**config.mk**
```make
export PLATFORM = sky130hd
export DESIGN_NAME = ov7670_capture_ctrl
export DESIGN_NICKNAME = d
export VERILOG_FILES = /design/src/rtl/ov7670_capture_ctrl.sv
export SDC_FILE = /design/constraint.sdc
export NUM_CORES = 1
export LEC_CHECK = 0
export CORE_UTILIZATION = 40
export CTS_CLUSTER_SIZE = 12
export DETAILED_ROUTE_END_ITERATION = 10
export GPL_TIMING_DRIVEN = 0
export SETUP_SLACK_MARGIN = 0.05
export SLEW_MARGIN = 0
export SYNTH_ARGS = -nofsm -noshare
export SYNTH_HDL_FRONTEND = slang
export SYNTH_SLANG_ARGS = --single-unit
export TNS_END_PERCENT = 20
```
**constraint.sdc**
```tcl
create_clock -name clk -period 2.92 [get_ports clk]
set_input_delay 0.584 -clock clk [delete_from_list [all_inputs] [get_ports clk]]
set_output_delay 0.584 -clock clk [all_outputs]
set_load 0.02 [all_outputs]
```
**src/rtl/ov7670_capture_ctrl.sv**
```systemverilog
// OV7670 RGB565 capture: packs camera byte pairs into 16-bit pixels and
// issues frame-buffer writes with linear addresses, all in the PCLK domain.
module ov7670_capture_ctrl #(
  parameter int H_PIX   = 320,
  parameter int V_LINES = 240,
  parameter int ADDR_W  = 17
) (
  input  logic              clk,
  input  logic              reset_n,
  input  logic              capture_en,
  input  logic              vsync,
  input  logic              href,
  input  logic [7:0]        cam_data,
  output logic              we,
  output logic [ADDR_W-1:0] wAddr,
  output logic [15:0]       wData,
  output logic              frame_done,
  output logic              frame_short,
  output logic              busy
);

  localparam int PIX_W  = $clog2(H_PIX + 1);
  localparam int LINE_W = $clog2(V_LINES + 1);
  localparam logic [PIX_W-1:0]  LP_PIX_MAX   = PIX_W'(H_PIX);
  localparam logic [PIX_W-1:0]  LP_PIX_LAST  = PIX_W'(H_PIX - 1);
  localparam logic [LINE_W-1:0] LP_LINE_MAX  = LINE_W'(V_LINES);
  localparam logic [LINE_W-1:0] LP_LINE_LAST = LINE_W'(V_LINES - 1);
  localparam logic [ADDR_W-1:0] LP_LINE_STEP = ADDR_W'(H_PIX);

  typedef enum logic [1:0] {S_IDLE, S_SYNC, S_ACTIVE, S_DONE} state_t;

  state_t              r_state;
  logic                r_vsync_d;
  logic                r_href_d;
  logic                r_phase;
  logic [7:0]          r_hi_byte;
  logic [PIX_W-1:0]    r_pix_cnt;
  logic [LINE_W-1:0]   r_line_cnt;
  logic [ADDR_W-1:0]   r_line_base;
  logic                r_we;
  logic [ADDR_W-1:0]   r_waddr;
  logic [15:0]         r_wdata;
  logic                r_frame_done;
  logic                r_frame_short;
  logic                r_busy;

  logic w_vs_fall, w_vs_rise, w_href_fall, w_pix_ok, w_last_pix;

  assign w_vs_fall   = ~vsync & r_vsync_d;
  assign w_vs_rise   = vsync & ~r_vsync_d;
  assign w_href_fall = ~href & r_href_d;
  assign w_pix_ok    = (r_pix_cnt < LP_PIX_MAX) && (r_line_cnt < LP_LINE_MAX);
  assign w_last_pix  = (r_pix_cnt == LP_PIX_LAST) && (r_line_cnt == LP_LINE_LAST);

  assign we          = r_we;
  assign wAddr       = r_waddr;
  assign wData       = r_wdata;
  assign frame_done  = r_frame_done;
  assign frame_short = r_frame_short;
  assign busy        = r_busy;

  always_ff @(posedge clk or negedge reset_n) begin
    if (!reset_n) begin
      r_state       <= S_IDLE;
      r_vsync_d     <= 1'b0;
      r_href_d      <= 1'b0;
      r_phase       <= 1'b0;
      r_hi_byte     <= '0;
      r_pix_cnt     <= '0;
      r_line_cnt    <= '0;
      r_line_base   <= '0;
      r_we          <= 1'b0;
      r_waddr       <= '0;
      r_wdata       <= '0;
      r_frame_done  <= 1'b0;
      r_frame_short <= 1'b0;
      r_busy        <= 1'b0;
    end else begin
      r_vsync_d     <= vsync;
      r_href_d      <= href;
      r_we          <= 1'b0;
      r_frame_done  <= 1'b0;
      r_frame_short <= 1'b0;
      if (!capture_en) begin
        // Disarm overrides everything; any partial frame is silently dropped.
        r_state <= S_IDLE;
        r_busy  <= 1'b0;
      end else begin
        case (r_state)
          S_IDLE: begin
            r_state <= S_SYNC;
            r_busy  <= 1'b0;
          end
          S_SYNC: begin
            if (w_vs_fall) begin
              r_state     <= S_ACTIVE;
              r_busy      <= 1'b1;
              r_phase     <= 1'b0;
              r_pix_cnt   <= '0;
              r_line_cnt  <= '0;
              r_line_base <= '0;
            end
          end
          S_ACTIVE: begin
            if (w_vs_rise) begin
              r_state       <= S_SYNC;
              r_busy        <= 1'b0;
              r_frame_short <= 1'b1;
            end else if (href) begin
              if (!r_phase) begin
                r_hi_byte <= cam_data;
                r_phase   <= 1'b1;
              end else begin
                r_phase <= 1'b0;
                // Pixels past the stored window are counted out, not written.
                if (w_pix_ok) begin
                  r_we      <= 1'b1;
                  r_wdata   <= {r_hi_byte, cam_data};
                  r_waddr   <= r_line_base + ADDR_W'(r_pix_cnt);
                  r_pix_cnt <= r_pix_cnt + 1'b1;
                  if (w_last_pix) begin
                    r_frame_done <= 1'b1;
                    r_busy       <= 1'b0;
                    r_state      <= S_DONE;
                  end
                end
              end
            end else if (w_href_fall) begin
              r_phase <= 1'b0;
              if (r_pix_cnt != '0) begin
                r_line_cnt  <= r_line_cnt + 1'b1;
                r_line_base <= r_line_base + LP_LINE_STEP;
                r_pix_cnt   <= '0;
              end
            end
          end
          S_DONE: begin
            r_busy <= 1'b0;
            if (w_vs_rise) r_state <= S_SYNC;
          end
          default: r_state <= S_IDLE;
        endcase
      end
    end
  end

endmodule

```
Word-level counts from Yosys, hierarchy flattened
Cells that the tools add are included.
{ "classes": {"n_addsub": 4, "multipliers": 0, "n_div": 0, "magnitude_cmp": 2, "n_eq_ne": 20, "shifts": 0, "n_mux": 59, "bitwise": 8, "reduce_logical": 13} }
{ "ops": {"columns": ["op", "count"], "rows": [
  ["$mux W17", 5],
  ["$mux W9", 7],
  ["$mux W8", 5],
  ["$pmux W17 S2", 1],
  ["$mux W1", 28],
  ["$ne A3 B3 Y1 const B", 6],
  ["$pmux W9 S2", 1],
  ["$add A17 B9 Y17", 1],
  ["$add A17 B9 Y17 const B", 1],
  ["$mux W2", 8],
  ["$ne A4 B4 Y1 const B", 4],
  ["$pmux W8 S2", 1],
  ["$reduce_and A5 Y1", 3],
  ["$reduce_and A6 Y1", 2],
  ["$ne A2 B2 Y1 const B", 5],
  ["$add A9 B1 Y9 const B", 1],
  ["$eq A9 B9 Y1 const B", 1],
  ["$lt A9 B9 Y1 const B", 1],
  ["$reduce_bool A9 Y1", 1],
  ["$add A8 B1 Y8 const B", 1],
  ["$eq A8 B8 Y1 const B", 1],
  ["$lt A8 B8 Y1 const B", 1],
  ["$pmux W2 S4", 1],
  ["$reduce_and A8 Y1", 1],
  ["11 further kinds", 19]
]} }
{ "totals": {"regBits": 84, "latchBits": 0, "mem_bits_rw": 0, "rom_bits": 0, "in_bits": 13, "out_inout_bits": 37, "wordCells": 120, "n_memories": 0} }

Depth between registers and ports, before layout
{ "logic_depth": {"ltp_word": 9, "depth_mapped": 10} }

Worst setup path before layout
Ideal clock, no wire load.
{ "synth_path": {"kind": "register -> register", "from": "register r_state[0]", "to": "register r_line_base[16]", "t_arrival_ns": 1.924, "required_ns": 2.842, "slack_ns": 0.919, "path_stages_with_launch": 9, "n_path_buf": 1, "cell_sequence": "dfrtp_1 inv_1 ha_1 and2_4 nor2_2 nand4_2 buf_6 or4_1 a21oi_1"} }
{ "synth_via": {"elab_chain_cells": 3, "word_cells_on_any_way": 10, "classes_between": "eq/ne (7); mux (1); reduce/logical (2)"} }
{ "synth_lines": {"columns": ["item", "line", "source"], "rows": [
  ["from (decl)", "32", "state_t r_state;"],
  ["from (signal assigned)", "64", "r_state <= S_IDLE;"],
  ["from (signal assigned)", "86", "r_state <= S_IDLE;"],
  ["from (signal assigned)", "91", "r_state <= S_SYNC;"],
  ["$eq A2 B2 Y1 or $eq A2 B1 Y1 (tied branches)", "89", "case (r_state)"],
  ["$ne A2 B2 Y1 (no source line) or $reduce_bool A2 Y1 (tied branches)", null, null],
  ["$reduce_and A7 Y1 (no source line)", null, null],
  ["to (signal assigned)", "132", "r_line_base <= r_line_base + LP_LINE_STEP;"],
  ["to (decl)", "39", "logic [ADDR_W-1:0] r_line_base;"]
]} }
Parallel ways exist; a longest one is shown, timed or not.
A chain may end at the register's enable or synchronous reset.

Worst setup path in the final report
{ "layout_path": {"from": "register r_state[0]", "to": "register r_hi_byte[4]"} }
{ "layout_via": {"elab_chain_cells": 2} }
{ "layout_lines": {"columns": ["item", "line", "source"], "rows": [
  ["$eq A2 B2 Y1", "89", null],
  ["$reduce_and A5 Y1 (no source line)", null, null],
  ["to (signal assigned)", "111", "r_hi_byte <= cam_data;"],
  ["to (decl)", "36", "logic [7:0] r_hi_byte;"]
]} }
No other way between the ends.

==> parameters.txt <==
Parameter                              Value

Layout
  Ratio of cells with drive above 1 in the final layout ... 16.9%
  Post-layout instance area ... roughly 0.0047 mm^2
  Fraction of the core area covered by cells at the end of the flow ... roughly half
  Antenna Cells ... 0
  Finished Layout Cells ... approximately 550
  Final-stage net count ... 438
  Area overhead of the layout relative to synthesis ... 23.4%

Clock network
  Number of buffers inserted during clock tree synthesis ... 9
  Setup Fix Bufs, Post-CTS ... 0
  Sinks on Clock Net ... a little under 80
  Number of buffers between clock root and the deepest sink ... 2
  Clock input transition at the sequential cells of the worst setup and hold paths ... around 0.09 ns
  Clock tree from TritonCTS ... yes
  Clock insertion delay at the later pin of the skew report ... 0.35 ns
  Number of levels the H-tree was split into ... 3
  Clock root buffer ... sky130_fd_sc_hd__clkbuf_8
  CTS resizes ... 0
  Number of hold buffers added after cts ... 0

Timing
  Final Critical Period ... 2.43 ns
  Number of failing setup endpoints in the final timing report ... 0
  Hold Slack ... 0.116 ns
  Actual slew at the worst max-slew pin ... approximately 0.7 ns
  Highest achievable clock rate ... roughly 410 MHz
  Final worst-path cycle share ... a little over four fifths
  Clk_skew ... about 0.013 ns
  Relative slew slack ... between 50% and 60%
  Worst setup slack after layout ... around 0.5 ns
  RSZ-0062 raised after global routing ... no
  Number of max-slew violations in the final report ... 0
  Accumulated negative setup slack ... 0 ns
  Final hold violation count ... 0

Routing
  Average wire per standard cell ... 14.5 um
  Detailed-routing iteration count for the pre-antenna-repair pass ... 4
  Avg Vias per Cell ... between 5 and 6
  Sum of routed wire length over all layers ... ~7900 um
  Number of violations reported at the end of detailed-routing iteration 0 ... about 160
  Vias after detailed routing ... 2843
  Number of nets with antenna violations after detailed routing ... 0
  Residual DRC count ... 0

Place
  Post-placement cell area ... 0.00451 mm^2
  Worst slack at placement ... between 0.2 and 0.25 ns
  Number of cells after detailed placement ... approximately 530
  HPWL reported at the end of detailed placement ... approximately 5700 um
  Final weighted congestion in routability-driven placement ... a little under 0.8
  Count of input and output buffers ... 49

Global routing
  GRT Total Usage ... approximately 17%
  GR Util met2 ... about a quarter
  Global-route wire length before repair ... 13700 um
  Via count of the first global-routing pass ... around 2700
  Grt ovf ... 0
  Busiest grt layer ... met1
  Maximum number of pins on one net before global-route repair ... between 50 and 60
  GR met1 Demand/Resource ... roughly a quarter
  Met3 usage in global routing ... under 10%
  Number of antenna violations at the first check in global routing ... 0

Critical path
  Largest fanout on the critical path ... 10
  WP data required ... about 3.2 ns
  Nature of the critical path startpoint ... flop
  Sort of element at the end of the critical path ... flop
  CP Data Arrival Time ... between 2 and 3 ns
  Critical path class ... flop to flop

Yosys
  Distinct cell type count of the synthesized netlist ... 55
  Area contributors post-synth ... sky130_fd_sc_hd__dfrtp_1 (51%), sky130_fd_sc_hd__mux2_2 (8.8%), sky130_fd_sc_hd__o21ai_0 (4.4%), sky130_fd_sc_hd__ha_1 (3.6%), sky130_fd_sc_hd__nand2_1 (3.4%)
  Netlist Area Pre-Place ... approximately 0.0038 mm^2
  Number of register bits inferred by synthesis ... 78
  Most numerous cell in the Yosys netlist ... sky130_fd_sc_hd__dfrtp_1
  List of most frequent post-synthesis cells ... sky130_fd_sc_hd__dfrtp_1 (78), sky130_fd_sc_hd__nand2_1 (35), sky130_fd_sc_hd__o21ai_0 (34)
  Number of flops mapped to enable cells by yosys ... 0
  Post-synth net total ... roughly 380
  Cells after Synth ... 353
  Share of flip-flops with an asynchronous set or reset ... between 90% and 100%
  Ys Warns ... 0
  Cell type with the highest aggregate area in the netlist ... sky130_fd_sc_hd__dfrtp_1
  Yosys top cell area share ... 50.9%
  Dominant synthesized flop cell ... sky130_fd_sc_hd__dfrtp_1
  Synth Area per Inst ... between 10 and 15 um^2
  Seq/Total Area, Yosys ... 50.9%

Run status
  Run status ... finished, final reports clean

Job
  Max Cap Viol ... 0

Floorplan
  Die width ... around 100 um
  Number of rows created at floorplan ... 35
  Core area ... 0.00924 mm^2
  Number of placed I/O pins ... 50
  Starting density of the core ... roughly two fifths
  Die outline area ... approximately 0.010 mm^2
  Height of the chip ... about 100 um

Pwr
  Leakage component of the power ... slightly above 2 nW
  Pwr Total ... between 2 and 3 mW
  Power per unit of standard cell area ... around 570 mW/mm^2
  Peak supply drop ... 0.277 mV

Hold path
  HP Class ... input port to asynchronous set/reset pin
[critical path, stage by stage (launching register included)]
cell and delay, ns:
sky130_fd_sc_hd__dfrtp_1 0.43, sky130_fd_sc_hd__inv_1 0.10, sky130_fd_sc_hd__ha_1 0.29, sky130_fd_sc_hd__buf_2 0.27, sky130_fd_sc_hd__nand2_2 0.18, sky130_fd_sc_hd__nor4b_4 0.64, sky130_fd_sc_hd__mux2_2 0.40
[per-layer routing]
layer  wire (um)  part of all wire [%]  up-vias
li1            -                     -     1405
met1        4040                    51     1385
met2        3550                    45       43
met3         242                   3.1       10
met4          82                   1.0        0
met5           0                     0        -
[flip-flops by register name, indices dropped and copies added, names as in the netlist]
name         count
busy             1
frame_done       1
frame_short      1
r_hi_byte        8
r_href_d         1
r_line_base     11
r_line_cnt       8
r_phase          1
r_pix_cnt        9
r_state          2
r_vsync_d        1
wAddr           17
wData           16
we               1
[worst paths after layout]
path                            startpoint             end  slack (ns)  cells after the start
worst max-delay path            r_state[0]    r_hi_byte[4]        0.49                      6
worst min-delay path               reset_n    r_hi_byte[3]        0.12                      1
worst max register to register  r_state[0]    r_hi_byte[4]        0.49                      6
worst min register to register    wAddr[7]        wAddr[7]        0.48                      2
max in group asynchronous          reset_n  r_line_base[7]        2.22                      2
min in group clk                  wAddr[7]        wAddr[7]        0.48                      2
[placed cells by master (no fill, tap or decap), types with 2 or more instances in the layout]
cell,n
sky130_fd_sc_hd__o2111ai_1,2
sky130_fd_sc_hd__clkinv_4,2
sky130_fd_sc_hd__o21a_1,2
sky130_fd_sc_hd__xnor2_1,9
sky130_fd_sc_hd__or4_1,5
sky130_fd_sc_hd__o211ai_1,2
sky130_fd_sc_hd__ha_1,11
sky130_fd_sc_hd__nand3_1,19
sky130_fd_sc_hd__buf_4,2
sky130_fd_sc_hd__o41ai_1,4
sky130_fd_sc_hd__inv_1,6
sky130_fd_sc_hd__nand2_1,35
sky130_fd_sc_hd__and2_1,2
sky130_fd_sc_hd__clkbuf_1,6
sky130_fd_sc_hd__nor4b_1,2
sky130_fd_sc_hd__nor3_1,2
sky130_fd_sc_hd__and3_1,5
sky130_fd_sc_hd__bufinv_16,2
sky130_fd_sc_hd__a21o_1,2
sky130_fd_sc_hd__clkdlybuf4s50_1,48
sky130_fd_sc_hd__mux2i_1,2
sky130_fd_sc_hd__a31oi_1,2
sky130_fd_sc_hd__nand4_1,8
sky130_fd_sc_hd__or4b_1,3
sky130_fd_sc_hd__clkbuf_8,9
sky130_fd_sc_hd__buf_2,10
sky130_fd_sc_hd__nor2_1,14
sky130_fd_sc_hd__mux2_2,30
sky130_fd_sc_hd__a21oi_1,14
sky130_fd_sc_hd__nor2b_1,3
sky130_fd_sc_hd__nand3b_1,3
sky130_fd_sc_hd__buf_1,2
sky130_fd_sc_hd__or3_1,3
sky130_fd_sc_hd__o31ai_1,7
sky130_fd_sc_hd__o21ai_0,34
sky130_fd_sc_hd__a22o_1,4
sky130_fd_sc_hd__dfrtp_1,78
[report_power, final]
| part | total (mW) | internal [mW] | switching (mW) |
|---|---|---|---|
| registers | 1.23 | 1.17 | 0.0626 |
| logic | 0.556 | 0.226 | 0.329 |
| clock network | 0.901 | 0.488 | 0.413 |
| total | 2.69 | 1.89 | 0.805 |
[cell families after synthesis]
group,synth area share (%)
AOI/OAI and AO/OA,13.1
adders and majority gates,3.59
and+or+nand+nor,17.7
buffers and inverters,3.07
xor gates and xnor gates,2.29
muxes,9.34
DFF,50.9
[area by class of cell]
| cell class | count | area (um^2) |
|---|---|---|
| fillers | 864 | 4510 |
| flip-flops and latches | 78 | 1950 |
| multi-input cells | 250 | 1760 |
| repair buffers | 50 | 515 |
| well taps | 129 | 161 |
| clock buffers | 10 | 128 |
| plain buffers | 19 | 95.1 |
| clock inverters | 6 | 93.8 |
| inverters | 6 | 22.5 |
Power figures use the tool's default switching activity.
